## config.mk

```make
export PLATFORM = sky130hd
export DESIGN_NAME = store_write_controller
export DESIGN_NICKNAME = d
export VERILOG_FILES = /design/src/rtl/store_write_controller_pkg.sv /design/src/rtl/store_lane_gen.sv /design/src/rtl/store_write_controller.sv
export SDC_FILE = /design/constraint.sdc
export NUM_CORES = 1
export LEC_CHECK = 0
export BUFFER_PORTS_ARGS = -buffer_cell sky130_fd_sc_hd__buf_2
export CAP_MARGIN = 20
export CORE_AREA = 4 4 118 120
export DETAILED_ROUTE_END_ITERATION = 16
export DIE_AREA = 0 0 122 124
export PLACE_DENSITY = 0.69
export RECOVER_POWER = 25
export SYNTH_ARGS = -nofsm -noshare
export SYNTH_HDL_FRONTEND = slang
export SYNTH_HIERARCHICAL = 1
export SYNTH_SLANG_ARGS = --single-unit
```

## constraint.sdc

```tcl
create_clock -name clk -period 4.1 [get_ports clk]
set_clock_uncertainty 0.2 [all_clocks]
set_input_delay 0.82 -clock clk [delete_from_list [all_inputs] [get_ports clk]]
set_output_delay 0.82 -clock clk [all_outputs]
set_load 0.005 [all_outputs]
```

## src/rtl/store_write_controller_pkg.sv

```systemverilog
// rtl/store_write_controller_pkg.sv - store type encodings, FSM states and lane mask helper
package store_write_controller_pkg;

    localparam logic [1:0] ST_NONE = 2'b00;
    localparam logic [1:0] ST_SB   = 2'b01;
    localparam logic [1:0] ST_SH   = 2'b10;
    localparam logic [1:0] ST_SW   = 2'b11;

    typedef enum logic [1:0] {
        S_IDLE,
        S_BEAT0,
        S_BEAT1
    } state_t;

    // Unshifted byte mask for a store of the given type.
    function automatic logic [3:0] lane_mask(input logic [1:0] st_type);
        case (st_type)
            ST_SB:   lane_mask = 4'b0001;
            ST_SH:   lane_mask = 4'b0011;
            ST_SW:   lane_mask = 4'b1111;
            default: lane_mask = 4'b0000;
        endcase
    endfunction

endpackage

```

## src/rtl/store_lane_gen.sv

```systemverilog
// rtl/store_lane_gen.sv - combinational byte-enable and lane-shifted data for one write beat
module store_lane_gen
    import store_write_controller_pkg::*;
(
    input  logic [1:0]  st_type,
    input  logic [1:0]  off,
    input  logic        beat,
    input  logic [31:0] data_in,
    output logic [3:0]  be,
    output logic [31:0] wdata,
    output logic        crosses
);

    logic [3:0]  mask;
    logic [31:0] masked;
    logic [7:0]  be_wide;
    logic [63:0] data_wide;

    // The shifted store is viewed as a two-word window: low half is beat 0, high half beat 1.
    always_comb begin
        mask      = lane_mask(st_type);
        masked    = data_in & {{8{mask[3]}}, {8{mask[2]}}, {8{mask[1]}}, {8{mask[0]}}};
        be_wide   = {4'b0000, mask} << off;
        data_wide = {32'h0, masked} << {off, 3'b000};
        be        = beat ? be_wide[7:4] : be_wide[3:0];
        wdata     = beat ? data_wide[63:32] : data_wide[31:0];
        crosses   = |be_wide[7:4];
    end

endmodule

```

## src/rtl/store_write_controller.sv

```systemverilog
// rtl/store_write_controller.sv - sequences MEM-stage stores into word-aligned req/ack write beats
module store_write_controller
    import store_write_controller_pkg::*;
#(
    parameter bit MISALIGN_SPLIT = 1'b1,
    parameter int ADDR_W         = 32
) (
    input  logic              clk,
    input  logic              reset,
    input  logic              st_valid,
    input  logic [1:0]        StoreType,
    input  logic [ADDR_W-1:0] st_addr,
    input  logic [31:0]       WriteData,
    output logic              st_ready,
    output logic              st_done,
    output logic              misalign_err,
    output logic              mem_req,
    output logic [ADDR_W-1:0] mem_addr,
    output logic [31:0]       mem_wdata,
    output logic [3:0]        mem_be,
    input  logic              mem_ack
);

    state_t            state, next_state;
    logic [1:0]        cap_type;
    logic [ADDR_W-1:0] cap_addr;
    logic [31:0]       cap_data;

    logic              in_idle;
    logic [1:0]        lg_type;
    logic [1:0]        lg_off;
    logic [31:0]       lg_data;
    logic              lg_beat;
    logic [3:0]        lg_be;
    logic [31:0]       lg_wdata;
    logic              lg_cross;

    logic              accept_store;
    logic              to_beat1;
    logic              finish;
    logic              misalign;

    // In IDLE the lane generator evaluates the incoming store (beat 0); while busy it
    // evaluates beat 1 of the captured store so the second beat is ready on the first ack.
    assign in_idle = (state == S_IDLE);
    assign lg_type = in_idle ? StoreType       : cap_type;
    assign lg_off  = in_idle ? st_addr[1:0]    : cap_addr[1:0];
    assign lg_data = in_idle ? WriteData       : cap_data;
    assign lg_beat = ~in_idle;

    store_lane_gen u_lane_gen (
        .st_type (lg_type),
        .off     (lg_off),
        .beat    (lg_beat),
        .data_in (lg_data),
        .be      (lg_be),
        .wdata   (lg_wdata),
        .crosses (lg_cross)
    );

    always_ff @(posedge clk) begin
        if (reset) begin
            state <= S_IDLE;
        end else begin
            state <= next_state;
        end
    end

    always_comb begin
        next_state   = state;
        st_ready     = 1'b0;
        accept_store = 1'b0;
        to_beat1     = 1'b0;
        finish       = 1'b0;
        misalign     = 1'b0;
        case (state)
            S_IDLE: begin
                st_ready = 1'b1;
                if (st_valid && StoreType != ST_NONE) begin
                    if (!MISALIGN_SPLIT && lg_cross) begin
                        misalign = 1'b1;
                    end else begin
                        accept_store = 1'b1;
                        next_state   = S_BEAT0;
                    end
                end
            end
            S_BEAT0: begin
                if (mem_ack) begin
                    if (lg_cross) begin
                        to_beat1   = 1'b1;
                        next_state = S_BEAT1;
                    end else begin
                        finish     = 1'b1;
                        next_state = S_IDLE;
                    end
                end
            end
            S_BEAT1: begin
                if (mem_ack) begin
                    finish     = 1'b1;
                    next_state = S_IDLE;
                end
            end
            default: next_state = S_IDLE;
        endcase
    end

    always_ff @(posedge clk) begin
        if (reset) begin
            st_done      <= 1'b0;
            misalign_err <= 1'b0;
            mem_req      <= 1'b0;
            mem_addr     <= '0;
            mem_wdata    <= 32'h0;
            mem_be       <= 4'b0000;
            cap_type     <= ST_NONE;
            cap_addr     <= '0;
            cap_data     <= 32'h0;
        end else begin
            st_done      <= finish;
            misalign_err <= misalign;
            if (accept_store) begin
                cap_type  <= StoreType;
                cap_addr  <= st_addr;
                cap_data  <= WriteData;
                mem_req   <= 1'b1;
                mem_addr  <= {st_addr[ADDR_W-1:2], 2'b00};
                mem_be    <= lg_be;
                mem_wdata <= lg_wdata;
            end else if (to_beat1) begin
                mem_addr  <= mem_addr + ADDR_W'(4);
                mem_be    <= lg_be;
                mem_wdata <= lg_wdata;
            end else if (finish) begin
                mem_req   <= 1'b0;
                mem_be    <= 4'b0000;
            end
        end
    end

endmodule

```

==> results.ini <==
[worst_setup_path]
crit_path_max_fanout = 15
worstRegToRegCells = 10
r2r-start = state[0]$_SDFFE_PP0P_
timing.rr.end = mem_addr[28]$_SDFFE_PP0P_
path_cells = inv_1 > ha_2 > mux2_2 > o21a_1 > nor2_1 > nor2b_1 > nand3_2 > or4_1 > or4_1 > a311oi_1
critPathSlowestCell = or4_1
crit_start = state[0]$_SDFFE_PP0P_
setup.reg_to_reg.worst_slack_ns = 0.50
cp_data_arrival_time_ns = 3.64
required_ns = 4.13
endpoint = mem_addr[28]$_SDFFE_PP0P_
cp_slowest_stage_delay_ns = 0.75
start_kind = flip-flop
cp_common_cell = or4_1
crit_path_end_kind = flip-flop
worstSetupPathType = flip-flop to flip-flop

[power]
p_total_w = 0.00258
power.density_nw_per_um2 = 377
leakagePower_nw = 2.56
vdd_drop_max_mv = 0.254

[synth]
post_synth_num_cell_types = 59
avgSynthCellArea_um2 = 7.94
yosysMostFrequentCell = nand2_1
synth_ff_type = dfxtp_1
synth.ff_latch_count = 106
ys_seq_area_frac = 0.362
ys_top_cells_by_count = 186 x nand2_1, 106 x dfxtp_1, 87 x a21oi_1, 47 x nor2_1, 44 x mux2_2
synth_edf_count = 0
yosys-top-cells-area = dfxtp_1 36%, nand2_1 12%, mux2_2 8.4%
async_reset_ff_frac = 0
syn-cell-area_um2 = 5870
ys_warn_count = 6
synth_top_area_frac = 0.362
yosys.area.top_type = dfxtp_1
netlist_instances = 739

[global_route]
grt_overflow = 0
grt_pass1_vias = 4864
grt_pass1_wl_um = 25600
grt_max_degree = 98
antenna_found_initial = 0
grt_use_total = 0.212

[finish]
final_nets = 915
area_growth_pct = 16.6
fillers = 1296
diodes = 0
fin_cells = 1022
drive_gt1_frac = 0.232

[cts]
cts_inserted_buffers = 9
cts.htree.levels = 3
holdBufCountCts = 0
insertion_delay_ns = 0.35
cts_resized = 0
root_buffer = clkbuf_16
cts_tree = done
clock_sinks = 106
clkSlewWorstSetupHoldPaths_ns = 0.07
clockBufferDepth = 2
post_cts_buffers = 0

[place]
port_buffers = 138
gp_congestion = 0.888
dp_slack_ns = 0.414
dp_cells = 1006
dpl.hpwl_um = 11700

[sta]
hold_ws_ns = 0.250
fmaxAchievable_ghz = 0.277
setup_tns_ns = 0
period_needed_ns = 3.60
worst_slew_pin_slew_ns = 2.07
maxSlewViolCount = 98
rsz0062_at_grt = no
fin_crit_sh = 0.879
setup_ws_ns = 0.495
slew_headroom = -0.379
finalHoldViolations = 0
setup_viol = 0

[route]
vias = 5533
routedWlPerCell_um = 15.9
viasPerCell = 5.41
first_iter_violations = 592
dr.pass1.iters = 10
antenna_violating_nets_post_route = 0
route.detailed.drc = 0
detail_route.wirelength_um = 16300

[floorplanning]
dieArea_um2 = 15100
die_y_um = 124
coreArea_um2 = 13000
placementRows = 42
pin_count = 142
fp.dieW_um = 122
start_util = 0.452

[worst_hold_path]
hp-class = flip-flop to flip-flop

[status]
outcome = finished, violations left
violations = capacitance limit, slew limit

[job]
cap_viol_max_count = 1

==> per-stage QoR <==
step           utilization  area, um2
2_1_floorplan            -       5880
3_3_place_gp         0.509       6600
4_1_cts              0.531       6890
6_report             0.527       6840
3_5_place_dp         0.509       6600
5_1_grt              0.527       6840
==> final cells by class <==
type                            instances  area (um2)  area share
Tap cell                              176         220      0.0322
Timing Repair Buffer                  150         737       0.108
Inverter                                8        30.0     0.00439
Clock buffer                           13         260      0.0380
Multi-Input combinational cell        566        3450       0.504
Clock inverter                          3        23.8     0.00348
Sequential cell                       106        2120       0.310
==> worst min-delay path by stage <==
stage / endpoint / start / cells past startpoint / slack (ns)
final: mem_wdata[22]$_SDFFE_PP0P_ / mem_wdata[22]$_SDFFE_PP0P_ / 2 / 0.25
after global routing: mem_wdata[22]$_SDFFE_PP0P_ / mem_wdata[22]$_SDFFE_PP0P_ / 2 / 0.27
after CTS: mem_wdata[22]$_SDFFE_PP0P_ / mem_wdata[22]$_SDFFE_PP0P_ / 2 / 0.25
after detailed placement: mem_wdata[22]$_SDFFE_PP0P_ / mem_wdata[22]$_SDFFE_PP0P_ / 2 / 0.24
after global placement: mem_wdata[28]$_SDFFE_PP0P_ / mem_wdata[28]$_SDFFE_PP0P_ / 2 / 0.24
after floorplan: cap_addr[0]$_SDFFE_PP0P_ / cap_addr[0]$_SDFFE_PP0P_ / 2 / 0.23
==> registers in the layout, summed over array words and instances (netlist names) <==
register,count
cap_data,32
mem_req,1
cap_type,2
st_done,1
mem_addr,30
cap_addr,2
mem_wdata,32
mem_be,4
state,2
==> logic make-up after synthesis <==
logic type | after synthesis | synth area share
simple gates | 310 | 0.243
compound gates | 175 | 0.201
flops | 106 | 0.362
buf+inv | 69 | 0.0542
mux | 53 | 0.0998
xor+xnor | 21 | 0.0313
fa+ha+maj | 4 | 0.00853
other cells | 1 | 0.000639
==> worst max-delay path, delay by kind of cell (launching register included) <==
kind | cells | cell delay [ns]
buffers and inverters | 1 | 0.09
adder cells (fa/ha/maj) | 1 | 0.36
flip-flops | 1 | 0.33
AO/OA/AOI/OAI | 2 | 0.39
multiplexers | 1 | 0.34
AND/OR/NAND/NOR | 5 | 1.78
==> report_power, final <==
group          switching [W]  leakage (nW)  internal (W)
Combinational       0.000352          1.56      0.000246
Clock               0.000379         0.132      0.000447
Sequential         0.0000578         0.867       0.00110
Total               0.000789          2.56       0.00179
==> cell usage in the layout, fill, tap and decap left out, drive strengths merged, types with 3 or more instances in the layout <==
master  count
xor2       12
nand2     186
o21ai      10
a21oi      89
xnor2       9
a221o      16
a311oi      7
and2        3
and3        4
nor2       50
buf       115
a211oi     21
or3         7
nand4      10
clkbuf     48
nor3        6
ha          4
and4        4
nand2b      4
nand3b      9
inv         8
mux2i       9
a22oi       4
nand3      12
nor4        4
o221ai     16
mux2       44
dfxtp     106
conb        3
==> per-layer routing <==
| layer | part of all wire | wire length [um] | GRT usage | vias up |
|---|---|---|---|---|
| met3 | 0.066 | 1080 | 0.0427 | 13 |
| li1 | - | - | - | 2817 |
| met5 | 0 | 0 | 0 | - |
| met2 | 0.43 | 7080 | 0.318 | 177 |
| met1 | 0.49 | 7920 | 0.311 | 2526 |
| met4 | 0.013 | 212 | 0.0532 | 0 |
No activity file was read; power rests on OpenSTA's default activity.
